==> config.mk <==
export PLATFORM = sky130hd
export DESIGN_NAME = vga_sync_decoder
export DESIGN_NICKNAME = d
export VERILOG_FILES = /design/src/rtl/vga_timing_pkg.sv /design/src/rtl/sync_edge_detect.sv /design/src/rtl/vga_sync_decoder.sv
export SDC_FILE = /design/constraint.sdc
export NUM_CORES = 1
export LEC_CHECK = 0
export ABC_AREA = 0
export CORE_MARGIN = 2
export CORE_UTILIZATION = 30
export CTS_CLUSTER_DIAMETER = 60
export DETAILED_ROUTE_END_ITERATION = 12
export GPL_ROUTABILITY_DRIVEN = 0
export GPL_TIMING_DRIVEN = 0
export SKIP_CTS_REPAIR_TIMING = 1
export SLEW_MARGIN = 0
export SYNTH_ARGS = -nofsm -noshare
export SYNTH_HDL_FRONTEND = slang
export SYNTH_SLANG_ARGS = --single-unit
export TNS_END_PERCENT = 100
==> constraint.sdc <==
create_clock -name CLK -period 2.95 [get_ports CLK]
set_input_delay 0.7375 -clock CLK [delete_from_list [all_inputs] [get_ports CLK]]
set_output_delay 0.7375 -clock CLK [all_outputs]
set_load 0.05 [all_outputs]
==> src/rtl/vga_timing_pkg.sv <==
// Shared 640x480@60 timing constants and lock-FSM encodings for the VGA sync blocks.
package vga_timing_pkg;

    localparam int unsigned VGA_H_SYNC_COLS    = 96;
    localparam int unsigned VGA_H_BACK_PORCH   = 48;
    localparam int unsigned VGA_TOTAL_COLS     = 800;
    localparam int unsigned VGA_ACTIVE_COLS    = 640;
    localparam int unsigned VGA_H_ACTIVE_START = VGA_H_SYNC_COLS + VGA_H_BACK_PORCH;

    localparam int unsigned VGA_V_SYNC_ROWS    = 2;
    localparam int unsigned VGA_V_BACK_PORCH   = 33;
    localparam int unsigned VGA_TOTAL_ROWS     = 525;
    localparam int unsigned VGA_ACTIVE_ROWS    = 480;
    localparam int unsigned VGA_V_ACTIVE_START = VGA_V_SYNC_ROWS + VGA_V_BACK_PORCH;

    localparam int unsigned COL_W = 11;
    localparam int unsigned ROW_W = 10;
    localparam int unsigned OUT_W = 10;

    typedef enum logic [1:0] {
        ST_UNLOCKED = 2'd0,
        ST_ACQUIRE  = 2'd1,
        ST_LOCKED   = 2'd2
    } lock_state_e;

    // True when v lies in [first, first+len-1].
    function automatic logic in_window(input logic [COL_W-1:0] v,
                                       input int unsigned first,
                                       input int unsigned len);
        return (32'(v) >= first) && (32'(v) < first + len);
    endfunction

endpackage

==> src/rtl/sync_edge_detect.sv <==
// Two-flop synchronizer with falling-edge detect; flops idle high so reset never makes an edge.
module sync_edge_detect (
    input  logic clk,
    input  logic rst,
    input  logic din,
    output logic fall_c
);

    logic meta;
    logic sync;
    logic prev;

    always_ff @(posedge clk) begin
        if (rst) begin
            meta <= 1'b1;
            sync <= 1'b1;
            prev <= 1'b1;
        end else begin
            meta <= din;
            sync <= meta;
            prev <= sync;
        end
    end

    assign fall_c = prev & ~sync;

endmodule

==> src/rtl/vga_sync_decoder.sv <==
// Recovers column/row position and lock status from free-running VGA HS/VS inputs.
module vga_sync_decoder
    import vga_timing_pkg::*;
#(
    parameter int unsigned TOTAL_COLS     = VGA_TOTAL_COLS,
    parameter int unsigned TOTAL_ROWS     = VGA_TOTAL_ROWS,
    parameter int unsigned H_ACTIVE_START = VGA_H_ACTIVE_START,
    parameter int unsigned ACTIVE_COLS    = VGA_ACTIVE_COLS,
    parameter int unsigned V_ACTIVE_START = VGA_V_ACTIVE_START,
    parameter int unsigned ACTIVE_ROWS    = VGA_ACTIVE_ROWS
) (
    input  logic             CLK,
    input  logic             RST,
    input  logic             i_H_Sync,
    input  logic             i_V_Sync,
    output logic [OUT_W-1:0] o_CountCol,
    output logic [OUT_W-1:0] o_CountRow,
    output logic             o_DE,
    output logic             o_FrameStart,
    output logic             o_Locked,
    output logic             o_ErrLine,
    output logic             o_ErrFrame,
    output logic             o_Timeout
);

    localparam logic [COL_W-1:0] COL_SAT    = COL_W'(2 * TOTAL_COLS);
    localparam logic [COL_W-1:0] LINE_LAST  = COL_W'(TOTAL_COLS - 1);
    localparam logic [ROW_W-1:0] ROW_SAT    = '1;
    localparam logic [ROW_W-1:0] FRAME_LAST = ROW_W'(TOTAL_ROWS - 1);

    logic hs_fall_c;
    logic vs_fall_c;

    sync_edge_detect u_hs_edge (.clk(CLK), .rst(RST), .din(i_H_Sync), .fall_c(hs_fall_c));
    sync_edge_detect u_vs_edge (.clk(CLK), .rst(RST), .din(i_V_Sync), .fall_c(vs_fall_c));

    lock_state_e      state_q, state_d;
    logic [COL_W-1:0] col_q, col_d;
    logic [ROW_W-1:0] row_q, row_d;
    logic             pend_q, pend_d;
    logic             frame_c;
    logic             line_err_c;
    logic             frame_err_c;
    logic             timeout_c;
    logic             checking_c;
    logic             lock_d;

    // Next-state for counters, pending flag and lock FSM.
    always_comb begin
        col_d       = col_q;
        row_d       = row_q;
        pend_d      = pend_q;
        state_d     = state_q;
        frame_c     = hs_fall_c & (pend_q | vs_fall_c);
        line_err_c  = hs_fall_c && (col_q != LINE_LAST);
        frame_err_c = frame_c && (row_q != FRAME_LAST);
        checking_c  = (state_q != ST_UNLOCKED);

        if (hs_fall_c) begin
            col_d = '0;
        end else if (col_q != COL_SAT) begin
            col_d = col_q + COL_W'(1);
        end
        timeout_c = (col_d == COL_SAT) && (col_q != COL_SAT);

        if (frame_c) begin
            pend_d = 1'b0;
            row_d  = '0;
        end else begin
            if (vs_fall_c) begin
                pend_d = 1'b1;
            end
            if (hs_fall_c && (row_q != ROW_SAT)) begin
                row_d = row_q + ROW_W'(1);
            end
        end

        case (state_q)
            ST_UNLOCKED: begin
                if (frame_c) state_d = ST_ACQUIRE;
            end
            ST_ACQUIRE: begin
                if (line_err_c) begin
                    state_d = ST_UNLOCKED;
                end else if (frame_c) begin
                    state_d = frame_err_c ? ST_ACQUIRE : ST_LOCKED;
                end
            end
            ST_LOCKED: begin
                if (line_err_c || frame_err_c) state_d = ST_UNLOCKED;
            end
            default: state_d = ST_UNLOCKED;
        endcase

        // A stalled line drops lock from any state.
        if (timeout_c) begin
            state_d = ST_UNLOCKED;
        end

        lock_d = (state_d == ST_LOCKED);
    end

    // Outputs are registered from next-state so they align with the counter update.
    always_ff @(posedge CLK) begin
        if (RST) begin
            state_q      <= ST_UNLOCKED;
            col_q        <= '0;
            row_q        <= '0;
            pend_q       <= 1'b0;
            o_CountCol   <= '0;
            o_CountRow   <= '0;
            o_DE         <= 1'b0;
            o_FrameStart <= 1'b0;
            o_Locked     <= 1'b0;
            o_ErrLine    <= 1'b0;
            o_ErrFrame   <= 1'b0;
            o_Timeout    <= 1'b0;
        end else begin
            state_q      <= state_d;
            col_q        <= col_d;
            row_q        <= row_d;
            pend_q       <= pend_d;
            o_CountCol   <= lock_d ? col_d[OUT_W-1:0] : '0;
            o_CountRow   <= lock_d ? row_d : '0;
            o_DE         <= lock_d
                            && in_window(col_d, H_ACTIVE_START, ACTIVE_COLS)
                            && in_window(COL_W'(row_d), V_ACTIVE_START, ACTIVE_ROWS);
            o_FrameStart <= lock_d && frame_c;
            o_Locked     <= lock_d;
            o_ErrLine    <= checking_c && line_err_c;
            o_ErrFrame   <= checking_c && frame_err_c;
            o_Timeout    <= checking_c && timeout_c;
        end
    end

endmodule

==> results.ini, run 1 <==
[status]
status = complete, no violations

[routing]
ant_nets = 0
wire_per_inst_um = 12.7
drtIter0Drc = 106
via_per_inst = 4.88
first_pass_iters = 4
vias = 2020
drc = 0
wl_mm = 5.24

[worst_hold_path]
min_from = u_vs_edge.meta
min_delay_path_depth = 1
hold_class = register to register
hold_end = u_vs_edge.sync

[layout]
n_fill_cell = 819
layout_commonest_cell = dfxtp_1
postLayoutCellArea_um2 = 2940
drive_gt1_frac = 0.109
synthToLayoutAreaGrowth_pct = 21.1
fin_nets = 320
final_util = 0.378
mostFrequentLayoutCells = 56 x dfxtp_1, 44 x nor2_1, 29 x clkdlybuf4s50_1, 17 x nand2_1
diodes = 0

[yosys]
synthArstFlopShare = 0
synth-seq-cells = 56
ys_seq_area_frac = 0.462
synth_flop_cell = dfxtp_1
netlist_instances = 275
ys_types = 59
synth_edf_count = 0
syn_area_um2 = 2420
synth_warnings = 0
synth_nets = 283
synth_area_per_cell_um2 = 8.82

[clocking]
clockBufferDepth = 2
cts-root-buf = clkbuf_8
path_clk_slew_ns = 0.10
clk_latency_ns = 0.31
ctsHtreeMaxLevel = 2
cts_made_buffers = 5
cts_num_sinks = 56
cts_tree = done

[critical_path]
ff2ff_path_depth = 9
worst_ep_arrival_time_ns = 2.85
cp.depth = 9
timing.critical_path.fanout_max = 10
crit_path_cell_trace = ha_2 -> nand4_1 -> or4_1 -> a21oi_1 -> o21ai_0 -> nor4_2 -> or2_4 -> buf_4 -> nor2_1
cp_top_family = simple AND/OR/NAND/NOR gates
critical_path_buf_inv_count = 1
critPathMaxStageDelay_ns = 0.53
rrSetupSlack_ns = 0.28
reg2reg_from = col_q[0]
endpoint_kind = register
criticalPathCategory = register to register
crit_required_ns = 3.14
critPathSlowestCell = or4_1
cp-start-kind = register
r2r-end = o_CountRow[2]

[sta]
fin_hold_ws_ns = 0.416
slew_headroom = 0.558
finalSetupViolations = 0
fin_crit_sh = 0.904
finalCriticalPeriod_ns = 2.67
clock_skew_ns = 0.0144
tightest_slew_ns = 0.662
fmaxAchievable_ghz = 0.375
finalHoldViolCount = 0
rsz0062_at_grt = false
maxSlewViolCount = 0
tns_ns = 0

[global_route]
grt_overflow = 0
grt_max_degree = 16
grt_pass1_vias = 1922
grtUsageTotal = 0.128
antenna_found_initial = 0
grt_pass1_wl_mm = 9.04

[die]
die_h_um = 93.9
die_x_um = 93.9
start_util = 0.312
core_um2 = 7770
rows = 32
io_pins = 30
die_area_um2 = 8820

[pwr]
pwr_density_cell_nw_per_um2 = 417
leakagePower_uw = 0.00101
ir_drop_v = 0.000249

[placement]
io_buffers = 29
post-dp-hpwl_mm = 3.74
placed_area_um2 = 2840

[flow_run]
maxCapViolCount = 0

==> metal layers <==
metal | track usage | wire, um | vias up
met5 | 0 | 0 | -
met4 | 0.0314 | 14 | 0
met3 | 0.0281 | 226 | 2
met2 | 0.221 | 2640 | 39
met1 | 0.162 | 2370 | 946
li1 | - | - | 1033
==> Yosys cell counts, types with 5 or more instances <==
cell type	number	area (um2)
nor3_2	6	60.1
nor2_1	44	165
xor2_1	5	43.8
dfxtp_1	56	1120
and2_1	5	31.3
or2_2	6	37.5
inv_1	11	41.3
clkbuf_1	5	18.8
a21oi_1	11	55.1
nor4_1	5	31.3
nand3_1	9	45.0
nor2b_1	5	31.3
o21ai_0	7	35.0
nand4_1	6	37.5
nand2_1	17	63.8
nor3_1	11	55.1
==> worst register-to-register path, cell delays in order, from the launching register on <==
cell,delay (ns)
dfxtp_1,0.43
ha_2,0.27
nand4_1,0.25
or4_1,0.53
a21oi_1,0.25
o21ai_0,0.15
nor4_2,0.22
or2_4,0.19
buf_4,0.18
nor2_1,0.07
==> cells by family (layout without fill, tap and decap cells) <==
| kind of cell | Yosys count | count (layout) | synth area share |
|---|---|---|---|
| fa+ha+maj | 4 | 4 | 0.0206 |
| buf+inv | 23 | 60 | 0.0449 |
| mux | 2 | 2 | 0.00826 |
| flops | 56 | 56 | 0.462 |
| xor+xnor | 9 | 9 | 0.0325 |
| compound gates | 42 | 42 | 0.119 |
| simple gates | 139 | 139 | 0.313 |
==> final cells by class <==
cell class,count,area (um2),share of cell area
multi-input cells,196,1200,0.410
flip-flops and latches,56,1120,0.382
repair buffers,30,298,0.101
well taps,102,128,0.0435
clock buffers,6,72.6,0.0247
plain buffers,12,67.6,0.0230
inverters,11,41.3,0.0141
clock inverters,1,5.00,0.00170
==> per-stage QoR <==
step	power, uW	cells	setup WS [ns]
after detailed placement	842	406	-0.0999
final	1220	414	0.284
after global placement	842	406	-0.0709
after CTS	1240	413	-0.134
after floorplan	826	275	0.440
after global routing	1290	414	0.0497
==> report_power, final <==
group | leakage, uW | switching (uW) | internal (uW) | total, uW
Sequential | 0.000453 | 5.99 | 764 | 770
Combinational | 0.000514 | 33.5 | 22.1 | 55.6
Clock | 0.0000410 | 237 | 162 | 399
Total | 0.00101 | 276 | 948 | 1220
==> state kept, by name, summed over array words and instances, names as in the netlist, 2 cells and up <==
name / cells
col_q: 11
row_q: 10
o_CountRow: 10
o_CountCol: 10
state_q: 2
==> how the worst max path moves through the flow <==
stage,start,endpoint,slack [ns]
after detailed placement,col_q[0],o_CountRow[7],-0.1
after global placement,col_q[0],o_CountRow[7],-0.07
after CTS,col_q[0],o_CountRow[7],-0.13
after global routing,col_q[0],o_FrameStart,0.05
after floorplan,col_q[0],o_CountCol[2],0.44
final,col_q[0],o_CountRow[2],0.28
Note: power is estimated with default switching activity, not from simulation.
==> run 2, diff against run 1 <==
- ABC_AREA: 0 -> default
- CTS_CLUSTER_DIAMETER: 60 -> 150
- REMOVE_ABC_BUFFERS: default -> 1
==> run 2 against run 1 <==
Clock power up 5.0%. Routed wire length is 2.0% lower. Global-route usage fell by 0.85 points. Via count is 3.4% lower. Critical path type unchanged. Highest routed layer unchanged.
==> results.ini, run 2 (synthesis results as in run 1) <==
[sta]
finalCriticalPeriod_ns = 2.69
finalSetupViolations = 0
fin_hold_ws_ns = 0.418
tightest_slew_ns = 0.905
fmaxAchievable_ghz = 0.372
fin_crit_sh = 0.911
finalWorstSetupSlack_ns = 0.262
maxSlewViolCount = 0
finalHoldViolCount = 0
slew_headroom = 0.395
rsz0062_at_grt = false
clock_skew_ns = 0.00728

[clocking]
cts-root-buf = clkbuf_8
ctsHtreeMaxLevel = 2
clk_latency_ns = 0.31
cts_tree = done
cts_made_buffers = 5
cts_num_sinks = 56
clockBufferDepth = 2
path_clk_slew_ns = 0.10

[layout]
n_fill_cell = 819
largest_reg_flops = 11
multi_input_area_um2 = 1230
drive_gt1_frac = 0.115
register_area_um2 = 1120
layout_commonest_cell = dfxtp_1
synthToLayoutAreaGrowth_pct = 20.9
mostFrequentLayoutCells = 56 x dfxtp_1, 44 x nor2_1, 29 x clkdlybuf4s50_1, 17 x nand2_1
regMostFlops = col_q
final_util = 0.377
finalNonFillerCells = 407
fin_nets = 313
diodes = 0

[critical_path]
timing.critical_path.fanout_max = 11
endpoint_kind = register
cp-start-kind = register
crit_required_ns = 3.14
reg2reg_from = col_q[0]
worst_ep_arrival_time_ns = 2.88
criticalPathCategory = register to register
critPathLaunch = col_q[0]

[pwr]
ir_drop_v = 0.000203
p_total_uw = 1250
leakagePower_uw = 0.00100
pwr_density_cell_nw_per_um2 = 426

[die]
io_pins = 30
die_h_um = 93.9
core_um2 = 7770
die_area_um2 = 8820
rows = 32
start_util = 0.312
die_x_um = 93.9

[placement]
post-dp-hpwl_mm = 3.40
placed_cells_incl_taps = 394
io_buffers = 29
pre_cts_ws_ns = -0.235

[routing]
drc = 0
drtIter0Drc = 112
via_per_inst = 4.80
ant_nets = 0
first_pass_iters = 4
wire_per_inst_um = 12.6
wl_mm = 5.14
vias = 1952

[global_route]
grtUsageTotal = 0.120
grt_pass1_wl_mm = 8.40
grt_pass1_vias = 1716
antenna_found_initial = 0
grt_overflow = 0
grt_max_degree = 25

[status]
status = complete, no violations

[flow_run]
maxCapViolCount = 0

[worst_hold_path]
hold_class = register to register
min_from = u_hs_edge.meta

[run 2: changes by cell type in the layout (fill, tap and decap cells not counted), moves of 2 or more]
cell      delta
clkbuf_1     -6
buf_2        -2
buf_4        +3
buf_6        -2
[run 2: worst paths after layout]
path	endpoint	slack, ns	cells past startpoint
max	o_CountRow[2]	0.26	9
min	u_hs_edge.sync	0.42	1
max reg2reg	o_CountRow[2]	0.26	9
min reg2reg	u_hs_edge.sync	0.42	1
[run 2: per-layer routing]
metal / vias to the layer above / track usage / part of all wire
met1: 883 / 0.176 / 0.52
li1: 1016 / - / -
met3: 5 / 0.0337 / 0.048
met2: 48 / 0.170 / 0.42
met5: - / 0 / 0
met4: 0 / 0.0326 / 0.012
[run 2: area by class of cell]
cell class,count,area share
Multi-Input combinational cell,197,0.419
Inverter,11,0.0141
Clock buffer,5,0.0235
Clock inverter,2,0.00555
Timing Repair Buffer,34,0.112
Sequential cell,56,0.382
Tap cell,102,0.0435
[run 2: critical path, cell delays in order, from the launching register on]
cell and delay [ns]:
dfxtp_1 0.43, ha_2 0.27, nand4_1 0.25, or4_1 0.53, a21oi_1 0.26, o21ai_0 0.17
nor4_2 0.18, buf_4 0.18, or2_4 0.22, nor2_1 0.07
[run 2: stage by stage]
step                      area, um2  setup TNS [ns]
final                          2930               0
after global routing           2930               0
after CTS                      2860           -4.86
after detailed placement       2780           -4.16
after global placement         2780          -17.20
after floorplan                2360           -1.12
[run 2: power by group]
part / total, uW / switching [uW] / internal (uW)
sequential: 771 / 7.21 / 764
combinational: 57.0 / 33.4 / 23.6
clock: 419 / 253 / 166
total: 1250 / 294 / 954
==> run 3, diff against run 2 <==
- MAX_ROUTING_LAYER: default -> met4
==> run 3 against run 2 <==
Routed wire length down 0.58%. Count of clock-buffer cells in the layout unchanged. Die area unchanged. Largest cell class unchanged.
==> results.ini, run 3 (synthesis results as in run 1) <==
[status]
status = complete, no violations

[sta]
finalHoldViolCount = 0
tightest_slew_ns = 0.902
clock_skew_ns = 0.00717
maxSlewViolCount = 0
slew_headroom = 0.397
finalSetupViolations = 0
finalWorstSetupSlack_ns = 0.289
fmaxAchievable_ghz = 0.376
finalCriticalPeriod_ns = 2.66
rsz0062_at_grt = false
fin_crit_sh = 0.902

[critical_path]
ff2ff_path_depth = 9
reg2reg_from = col_q[0]
criticalPathCategory = register to register
endpoint_kind = register
cp-start-kind = register
timing.critical_path.fanout_max = 11
r2r-end = o_CountRow[2]
worst_ep_arrival_time_ns = 2.85
crit_required_ns = 3.14
endpoint = o_CountRow[2]
critPathLaunch = col_q[0]
rrSetupSlack_ns = 0.29

[clocking]
cts_num_sinks = 56
clk_latency_ns = 0.31
ctsHtreeMaxLevel = 2
cts_tree = done
clockBufferDepth = 2
path_clk_slew_ns = 0.10
cts-root-buf = clkbuf_8
cts_made_buffers = 5

[routing]
ant_nets = 0
m1WireLength_mm = 2.62
vias = 1956
wl_mm = 5.11
first_pass_iters = 4
wl_met2_mm = 2.19
dr.max_layer_used = met4
wire_per_inst_um = 12.6
dr_wl_met3_um = 252
drc = 0
via_per_inst = 4.81
drtIter0Drc = 124

[layout]
final_util = 0.377
largest_reg_flops = 11
drive_gt1_frac = 0.115
layout_commonest_cell = dfxtp_1
multi_input_area_um2 = 1230
synthToLayoutAreaGrowth_pct = 20.9
register_area_um2 = 1120
fin_nets = 313
mostFrequentLayoutCells = 56 x dfxtp_1, 44 x nor2_1, 29 x clkdlybuf4s50_1, 17 x nand2_1
diodes = 0
regMostFlops = col_q
n_fill_cell = 819

[pwr]
p_total_uw = 1250
pwr_density_cell_nw_per_um2 = 425
ir_drop_v = 0.000202
leakagePower_uw = 0.00100

[die]
die_h_um = 93.9
die_x_um = 93.9
io_pins = 30
die_area_um2 = 8820
start_util = 0.312
core_um2 = 7770
rows = 32

[placement]
post-dp-hpwl_mm = 3.40
io_buffers = 29
pre_cts_ws_ns = -0.235

[flow_run]
maxCapViolCount = 0

[global_route]
grt_pass1_vias = 1725
grt_pass1_wl_mm = 8.38
grt_max_degree = 25
grt_overflow = 0
antenna_found_initial = 0
grtUsageTotal = 0.123

[worst_hold_path]
hold_class = register to register

run 3: metal layers:
layer,GRT usage,up-vias
met1,0.179,885
met4,0.0326,0
met3,0.0321,4
met5,-,-
met2,0.168,52
li1,-,1015
run 3: layout make-up:
cell class,instances,area share
multi-input cells,197,0.419
clock buffers,5,0.0235
repair buffers,34,0.112
clock inverters,2,0.00555
well taps,102,0.0435
inverters,11,0.0141
flip-flops and latches,56,0.382
run 3: how the worst min path moves through the flow:
stage | from | endpoint | slack (ns) | cells past startpoint
final | u_hs_edge.meta | u_hs_edge.sync | 0.42 | 1
after floorplan | u_hs_edge.meta | u_hs_edge.sync | 0.39 | 1
after detailed placement | u_hs_edge.meta | u_hs_edge.sync | 0.39 | 1
after global placement | u_vs_edge.meta | u_vs_edge.sync | 0.39 | 1
after CTS | u_hs_edge.meta | u_hs_edge.sync | 0.42 | 1
after global routing | u_hs_edge.meta | u_hs_edge.sync | 0.44 | 1
run 3: worst max-delay path, cell delays in order (launching register included):
cell	delay, ns
dfxtp_1	0.43
ha_2	0.26
nand4_1	0.24
or4_1	0.53
a21oi_1	0.25
o21ai_0	0.17
nor4_2	0.18
buf_4	0.18
or2_4	0.22
nor2_1	0.07
run 3: power breakdown:
| part | internal, uW | switching (uW) |
|---|---|---|
| clock network | 166 | 252 |
| logic | 23.6 | 33.3 |
| registers | 764 | 7.11 |
run 3: metrics by stage:
step	hold slack [ns]	area (um2)	instances	TNS, ns
after floorplan	0.389	2360	263	-1.12
after global placement	0.392	2780	394	-17.20
after detailed placement	0.393	2780	394	-4.16
after CTS	0.419	2860	401	-4.86
after global routing	0.437	2930	407	0
final	0.418	2930	407	0
